`src/rtl/immenc_pkg.sv`:
```
// immenc_pkg: shared types and constants for the RV32I immediate/instruction
// encoder (immenc, immenc_pack).
//   fmt_e      request format codes as carried on fmt_i
//   state_e    encoder FSM states
//   OP_LUI/OP_IMM, NOP, immediate range bounds, fits12() helper
package immenc_pkg;

    typedef enum logic [2:0] {
        FMT_I   = 3'd0,
        FMT_S   = 3'd1,
        FMT_B   = 3'd2,
        FMT_U   = 3'd3,
        FMT_J   = 3'd4,
        FMT_R   = 3'd5,
        FMT_LI  = 3'd6,
        FMT_RSV = 3'd7
    } fmt_e;

    typedef enum logic [1:0] {
        IDLE    = 2'd0,
        EMIT    = 2'd1,
        EMIT_LO = 2'd2
    } state_e;

    localparam logic [6:0]  OP_LUI = 7'b0110111;
    localparam logic [6:0]  OP_IMM = 7'b0010011;
    localparam logic [31:0] NOP    = 32'h0000_0013;

    localparam int I_MIN = -2048;
    localparam int I_MAX = 2047;
    localparam int B_MIN = -4096;
    localparam int B_MAX = 4094;
    localparam int J_MIN = -1048576;
    localparam int J_MAX = 1048574;

    // True when v is representable as a 12-bit signed immediate.
    function automatic logic fits12(input logic [31:0] v);
        return (v[31:11] == '0) || (v[31:11] == '1);
    endfunction

endpackage

```
`src/rtl/immenc_pack.sv`:
```
// immenc_pack: combinational bit scatter of one RV32I instruction word.
// Optional feature macro: IMMENC_RANGE_CHECK_EN (enables in_range checking;
// without it in_range is always 1 and immediates are truncated to field bits).
//   fmt                 format selector (fmt_e); LI/reserved produce NOP
//   opcode/funct3/funct7, rd/rs1/rs2, imm   instruction fields
//   word                encoded instruction
//   in_range            immediate legal for the selected format
import immenc_pkg::*;

module immenc_pack (
    input  fmt_e        fmt,
    input  logic [6:0]  opcode,
    input  logic [2:0]  funct3,
    input  logic [6:0]  funct7,
    input  logic [4:0]  rd,
    input  logic [4:0]  rs1,
    input  logic [4:0]  rs2,
    input  logic [31:0] imm,
    output logic [31:0] word,
    output logic        in_range
);

    always_comb begin
        word = NOP;
        case (fmt)
            FMT_I: word = {imm[11:0], rs1, funct3, rd, opcode};
            FMT_S: word = {imm[11:5], rs2, rs1, funct3, imm[4:0], opcode};
            FMT_B: word = {imm[12], imm[10:5], rs2, rs1, funct3,
                           imm[4:1], imm[11], opcode};
            FMT_U: word = {imm[31:12], rd, opcode};
            FMT_J: word = {imm[20], imm[10:1], imm[11], imm[19:12], rd, opcode};
            FMT_R: word = {funct7, rs2, rs1, funct3, rd, opcode};
            default: word = NOP;
        endcase
    end

`ifdef IMMENC_RANGE_CHECK_EN
    logic signed [31:0] simm;
    assign simm = imm;

    always_comb begin
        in_range = 1'b0;
        case (fmt)
            FMT_I, FMT_S: in_range = (simm >= I_MIN) && (simm <= I_MAX);
            FMT_B:        in_range = (simm >= B_MIN) && (simm <= B_MAX) && !imm[0];
            FMT_J:        in_range = (simm >= J_MIN) && (simm <= J_MAX) && !imm[0];
            FMT_U:        in_range = (imm[11:0] == '0);
            FMT_R, FMT_LI: in_range = 1'b1;
            default:      in_range = 1'b0;
        endcase
    end
`else
    assign in_range = 1'b1;
`endif

endmodule

```
`src/rtl/immenc.sv`:
```
// immenc: RV32I immediate/instruction encoder with LI expansion.
// Optional feature macro: IMMENC_RANGE_CHECK_EN (range checks, error pulse and
// saturating error counter; without it err_o/err_cnt_o are tied to 0).
//   clk_i, rst_i                 clock, synchronous active-high reset
//   req_valid_i/req_ready_o      request handshake
//   fmt_i, opcode_i, funct3_i, funct7_i, rd_i, rs1_i, rs2_i, imm_i  request
//   instr_valid_o/instr_ready_i  instruction handshake, instr_o word
//   err_o, err_cnt_o             reject pulse and saturating reject count
import immenc_pkg::*;

module immenc (
    input  logic        clk_i,
    input  logic        rst_i,
    input  logic        req_valid_i,
    output logic        req_ready_o,
    input  logic [2:0]  fmt_i,
    input  logic [6:0]  opcode_i,
    input  logic [2:0]  funct3_i,
    input  logic [6:0]  funct7_i,
    input  logic [4:0]  rd_i,
    input  logic [4:0]  rs1_i,
    input  logic [4:0]  rs2_i,
    input  logic [31:0] imm_i,
    output logic        instr_valid_o,
    input  logic        instr_ready_i,
    output logic [31:0] instr_o,
    output logic        err_o,
    output logic [7:0]  err_cnt_o
);

    state_e      state;
    logic        pend;        // ADDI still owed after the LUI
    logic [4:0]  pend_rd;
    logic [11:0] pend_lo;

    fmt_e        req_fmt;
    logic        li_small;
    logic        addi_sel;

    fmt_e        p_fmt;
    logic [6:0]  p_opcode;
    logic [2:0]  p_funct3;
    logic [4:0]  p_rs1;
    logic [31:0] p_imm;
    logic [31:0] p_word;
    logic        in_range;

    assign req_fmt     = fmt_e'(fmt_i);
    assign li_small    = fits12(imm_i);
    assign req_ready_o = (state == IDLE);
    assign addi_sel    = (state == EMIT) && pend;

    // One packer serves both halves of LI: while a trailing ADDI is owed the
    // fields come from the latched rd/low bits, otherwise from the request.
    always_comb begin
        p_fmt    = req_fmt;
        p_opcode = opcode_i;
        p_funct3 = funct3_i;
        p_rs1    = rs1_i;
        p_imm    = imm_i;
        if (addi_sel) begin
            p_fmt    = FMT_I;
            p_opcode = OP_IMM;
            p_funct3 = 3'd0;
            p_rs1    = pend_rd;
            p_imm    = {{20{pend_lo[11]}}, pend_lo};
        end else if (req_fmt == FMT_LI) begin
            p_opcode = li_small ? OP_IMM : OP_LUI;
            p_fmt    = li_small ? FMT_I : FMT_U;
            p_funct3 = 3'd0;
            p_rs1    = 5'd0;
            // Rounding by 0x800 compensates for the sign-extended ADDI low part.
            p_imm    = li_small ? imm_i : ((imm_i + 32'h0000_0800) & 32'hFFFF_F000);
        end
    end

    immenc_pack u_pack (
        .fmt      (p_fmt),
        .opcode   (p_opcode),
        .funct3   (p_funct3),
        .funct7   (funct7_i),
        .rd       (addi_sel ? pend_rd : rd_i),
        .rs1      (p_rs1),
        .rs2      (rs2_i),
        .imm      (p_imm),
        .word     (p_word),
        .in_range (in_range)
    );

`ifndef IMMENC_RANGE_CHECK_EN
    assign err_o     = 1'b0;
    assign err_cnt_o = '0;
`endif

    always_ff @(posedge clk_i) begin
        if (rst_i) begin
            state         <= IDLE;
            instr_valid_o <= 1'b0;
            instr_o       <= '0;
            pend          <= 1'b0;
            pend_rd       <= '0;
            pend_lo       <= '0;
`ifdef IMMENC_RANGE_CHECK_EN
            err_o         <= 1'b0;
            err_cnt_o     <= '0;
`endif
        end else begin
`ifdef IMMENC_RANGE_CHECK_EN
            err_o <= 1'b0;
`endif
            case (state)
                IDLE: begin
                    if (req_valid_i) begin
                        if (in_range) begin
                            instr_o       <= p_word;
                            instr_valid_o <= 1'b1;
                            state         <= EMIT;
                            pend          <= (req_fmt == FMT_LI) && !li_small &&
                                             (imm_i[11:0] != '0);
                            pend_rd       <= rd_i;
                            pend_lo       <= imm_i[11:0];
                        end
`ifdef IMMENC_RANGE_CHECK_EN
                        else begin
                            err_o <= 1'b1;
                            if (err_cnt_o != 8'hFF)
                                err_cnt_o <= err_cnt_o + 8'd1;
                        end
`endif
                    end
                end
                EMIT: begin
                    if (instr_ready_i) begin
                        if (pend) begin
                            instr_o <= p_word;
                            pend    <= 1'b0;
                            state   <= EMIT_LO;
                        end else begin
                            instr_valid_o <= 1'b0;
                            state         <= IDLE;
                        end
                    end
                end
                EMIT_LO: begin
                    if (instr_ready_i) begin
                        instr_valid_o <= 1'b0;
                        state         <= IDLE;
                    end
                end
                default: begin
                    instr_valid_o <= 1'b0;
                    state         <= IDLE;
                end
            endcase
        end
    end

endmodule

```
`config.mk`:
```
export PLATFORM = sky130hd
export DESIGN_NAME = immenc
export DESIGN_NICKNAME = d
export VERILOG_FILES = /design/src/rtl/immenc_pkg.sv /design/src/rtl/immenc_pack.sv /design/src/rtl/immenc.sv
export SDC_FILE = /design/constraint.sdc
export NUM_CORES = 1
export LEC_CHECK = 0
export CORE_UTILIZATION = 40
export CTS_BUF_LIST = sky130_fd_sc_hd__clkbuf_4
export DETAILED_ROUTE_END_ITERATION = 8
export MAX_ROUTING_LAYER = met4
export PLACE_DENSITY = 0.68
export RECOVER_POWER = 50
export SLEW_MARGIN = 40
export SYNTH_ARGS = -nofsm -noshare
export SYNTH_HDL_FRONTEND = slang
export SYNTH_SLANG_ARGS = --single-unit
```
`constraint.sdc`:
```
create_clock -name clk_i -period 3.55 [get_ports clk_i]
set_clock_uncertainty 0.1 [all_clocks]
set_input_delay 0.71 -clock clk_i [delete_from_list [all_inputs] [get_ports clk_i]]
set_output_delay 0.71 -clock clk_i [all_outputs]
set_load 0.03 [all_outputs]
```
==> flow_metrics.py <==
metrics = {
    "synthesis": {
        "synth_ff_type": "dfxtp_1",
        "yosysUniqueCellTypes": 69,
        "synthSimpleGateAreaFrac": 0.293,
        "synth_xor_xnor_area_share": 0.0366,
        "ys_seq_area_frac": 0.296,
        "synth_top_family_by_area": "simple AND/OR/NAND/NOR gates",
        "yosys_warnings": 0,
        "yosysMostFrequentCell": "nand2_1",
        "ys_ff_latch": 53,
        "synth_fa_ha_area_frac": 0.00698,
        "netlist_instances": 482,
        "synth-edff-count": 0,
        "muxShareOfSynthArea": 0.00279,
        "synth_top_cell_by_area": "dfxtp_1",
        "synth_top_area_share": 0.296,
        "synthTopCellsByCount": "nand2_1 (88), dfxtp_1 (53), a21oi_1 (48)",
        "synthArstFlopShare": 0,
        "synth-compound-area-share": 0.289,
        "syn_area_per_cell_um2": 7.44,
        "syn_area_um2": 3590,
        "synth_area_leaders": "dfxtp_1 (30%), nand2_1 (9.2%), a21oi_1 (6.7%)",
    },
    "layout": {
        "nets": 651,
        "nFillCells": 866,
        "fin_util": 0.548,
        "area_delta_synth_final_pct": 33.3,
        "drive_gt1_frac": 0.0829,
        "antennaDiodeCount": 0,
        "final_cells": 687,
    },
    "worst_setup_path": {
        "max_stage_delay_ns": 0.52,
        "r2r_end": "instr_o[8]",
        "cp-end-kind": "register",
        "r2r_slack_ns": 0.70,
        "worst_path_max_delay_cell": "or4_1",
        "crit_chain": "clkdlybuf4s50_1 > ha_1 > and4_1 > and4_4 > a2bb2oi_4 > a21oi_1 > or4_1 > a311oi_1",
        "required_ns": 3.76,
        "cp_num_buf_inv": 1,
        "crit_arrival_ns": 3.15,
        "rr_startpoint": "state[0]",
        "crit_family": "simple AND/OR/NAND/NOR gates",
        "crit_fanout": 12,
        "startpoint_type": "primary input",
        "worstRegToRegCells": 6,
        "path_class": "in2reg",
    },
    "detailed_routing": {
        "via_per_inst": 5.97,
        "wl_met2_mm": 5.77,
        "drt_pass1_iterations": 5,
        "postRouteAntennaNets": 0,
        "wl_met1_mm": 5.54,
        "wl_mm": 12.6,
        "vias": 4098,
        "wl_per_cell_um": 18.4,
        "dr_wl_met3_mm": 1.07,
        "drc_errors": 0,
        "drtIter0Drc": 313,
        "highest_layer": "met4",
    },
    "sta": {
        "slew_violations": 0,
        "relSlewSlack": 0.316,
        "period_share": 0.827,
        "fin_hold_ws_ns": 0.366,
        "finalWorstSetupSlack_ns": 0.616,
        "tightest_slew_ns": 1.03,
        "finalCriticalPeriod_ns": 2.93,
        "rsz0062_at_grt": "false",
        "finalSetupTns_ns": 0,
        "fmaxAchievable_mhz": 341,
        "hold_viol": 0,
        "setup_viol": 0,
    },
    "clock_tree": {
        "clk_pin_slew_ns": 0.16,
        "post_cts_buffers": 0,
        "clk_latency_ns": 0.40,
        "cts-buffers-inserted": 5,
        "hold_buffers": 0,
        "cts_root_buffer": "clkbuf_4",
        "htreeDepth": 2,
        "cts_tree": "yes",
        "cts_resized": 0,
        "clock_path_buffers": 2,
        "cts.sinks": 53,
    },
    "min_path": {
        "worstHoldPathCells": 2,
        "whs_endpoint": "instr_o[5]",
        "min_from": "instr_o[5]",
        "hold_path_class": "reg2reg",
    },
    "placed_design": {
        "dpl_worst_slack_ns": 0.218,
        "hpwl_mm": 9.56,
        "io_buffers": 104,
        "gp_congestion": 0.942,
        "dp.cells": 679,
    },
    "die": {
        "start_util": 0.411,
        "die_w_um": 96.7,
        "core_area_um2": 8720,
        "pin_count": 114,
        "die_h_um": 96.7,
        "dieArea_um2": 9350,
        "rows": 34,
    },
    "global_route": {
        "track_usage": 0.269,
        "grt_pass1_wl_mm": 19.7,
        "grt-ovfl-total": 0,
        "grt_max_degree": 22,
        "antenna_found_initial": 0,
        "grt_pass1_vias": 3823,
    },
    "outcome": {
        "status": "complete, no violations",
    },
    "power": {
        "ir_drop_v": 0.000196,
        "power.leakage_nw": 1.85,
        "p_per_area_nw_per_um2": 295,
    },
    "run": {
        "max-cap-violations": 0,
    },
}
[worst max path at each step]
| stage | start | to | slack, ns | cells after the start |
|---|---|---|---|---|
| 2_1_floorplan | imm_i[11] | instr_o[13] | 1.0 | 9 |
| 3_3_place_gp | imm_i[12] | instr_o[31] | 0.29 | 8 |
| 3_5_place_dp | imm_i[12] | instr_o[31] | 0.22 | 8 |
| 4_1_cts | imm_i[12] | instr_o[31] | 0.64 | 8 |
| 5_1_grt | imm_i[11] | instr_o[24] | 0.46 | 10 |
| 6_report | imm_i[12] | instr_o[24] | 0.62 | 8 |
[power breakdown]
part	switching (mW)	internal, mW
combinational	0.260	0.193
sequential	0.0232	0.635
clock	0.210	0.0875
[worst reg2reg max path, delay by kind of cell (launching register included)]
| family | cells | cell delay (ns) |
|---|---|---|
| simple gates | 4 | 1.76 |
| flops | 1 | 0.51 |
| compound gates | 1 | 0.23 |
| buf+inv | 1 | 0.19 |
[final cells by class]
cell class,count,area [um^2],share of cell area
Multi-Input combinational cell,385,2290,0.479
Timing Repair Buffer,126,1210,0.252
Sequential cell,53,1060,0.222
Tap cell,108,135,0.0283
Clock buffer,6,45.0,0.00943
Inverter,7,26.3,0.00550
Clock inverter,2,13.8,0.00288
[layer usage]
metal,global-route usage,vias up
met2,0.427,207
met3,0.0542,17
li1,-,1952
met4,0.0769,0
met5,-,-
met1,0.346,1922
[kinds of logic after synthesis]
kind of cell / after synthesis
mux: 1
xor+xnor: 15
fa+ha+maj: 2
simple gates: 203
other cells: 1
buf+inv: 52
flops: 53
compound gates: 155
[layout by cell type, fill, tap and decap left out, types with 4 or more instances in the layout]
cell	instances
nand2_1	88
clkdlybuf4s50_1	79
dfxtp_1	53
a21oi_1	48
o21ai_0	35
dlygate4sd3_1	25
nor2_1	24
buf_4	22
nor4_1	14
nand3_1	12
a22oi_1	11
and2_1	10
a31oi_1	9
xor2_1	9
conb_1	9
inv_1	7
and4_1	6
xnor2_1	6
o41ai_1	6
a221o_1	6
clkbuf_4	6
nand4_1	5
nor3_1	5
a311oi_1	5
nand2b_1	4
o211ai_1	4
a32oi_1	4
a211o_1	4
[registers in the layout, indices dropped and copies added, names as in the netlist]
name,cells
instr_valid_o,1
pend_lo,12
instr_o,32
pend,1
pend_rd,5
state,2
[per-stage QoR]
stage	cell area [um^2]	power, mW
3_5_place_dp	4720	1.12
2_1_floorplan	3620	0.911
3_3_place_gp	4720	1.12
4_1_cts	4780	1.42
6_report	4780	1.41
5_1_grt	4780	1.47
(Power assumes the default switching activity.)
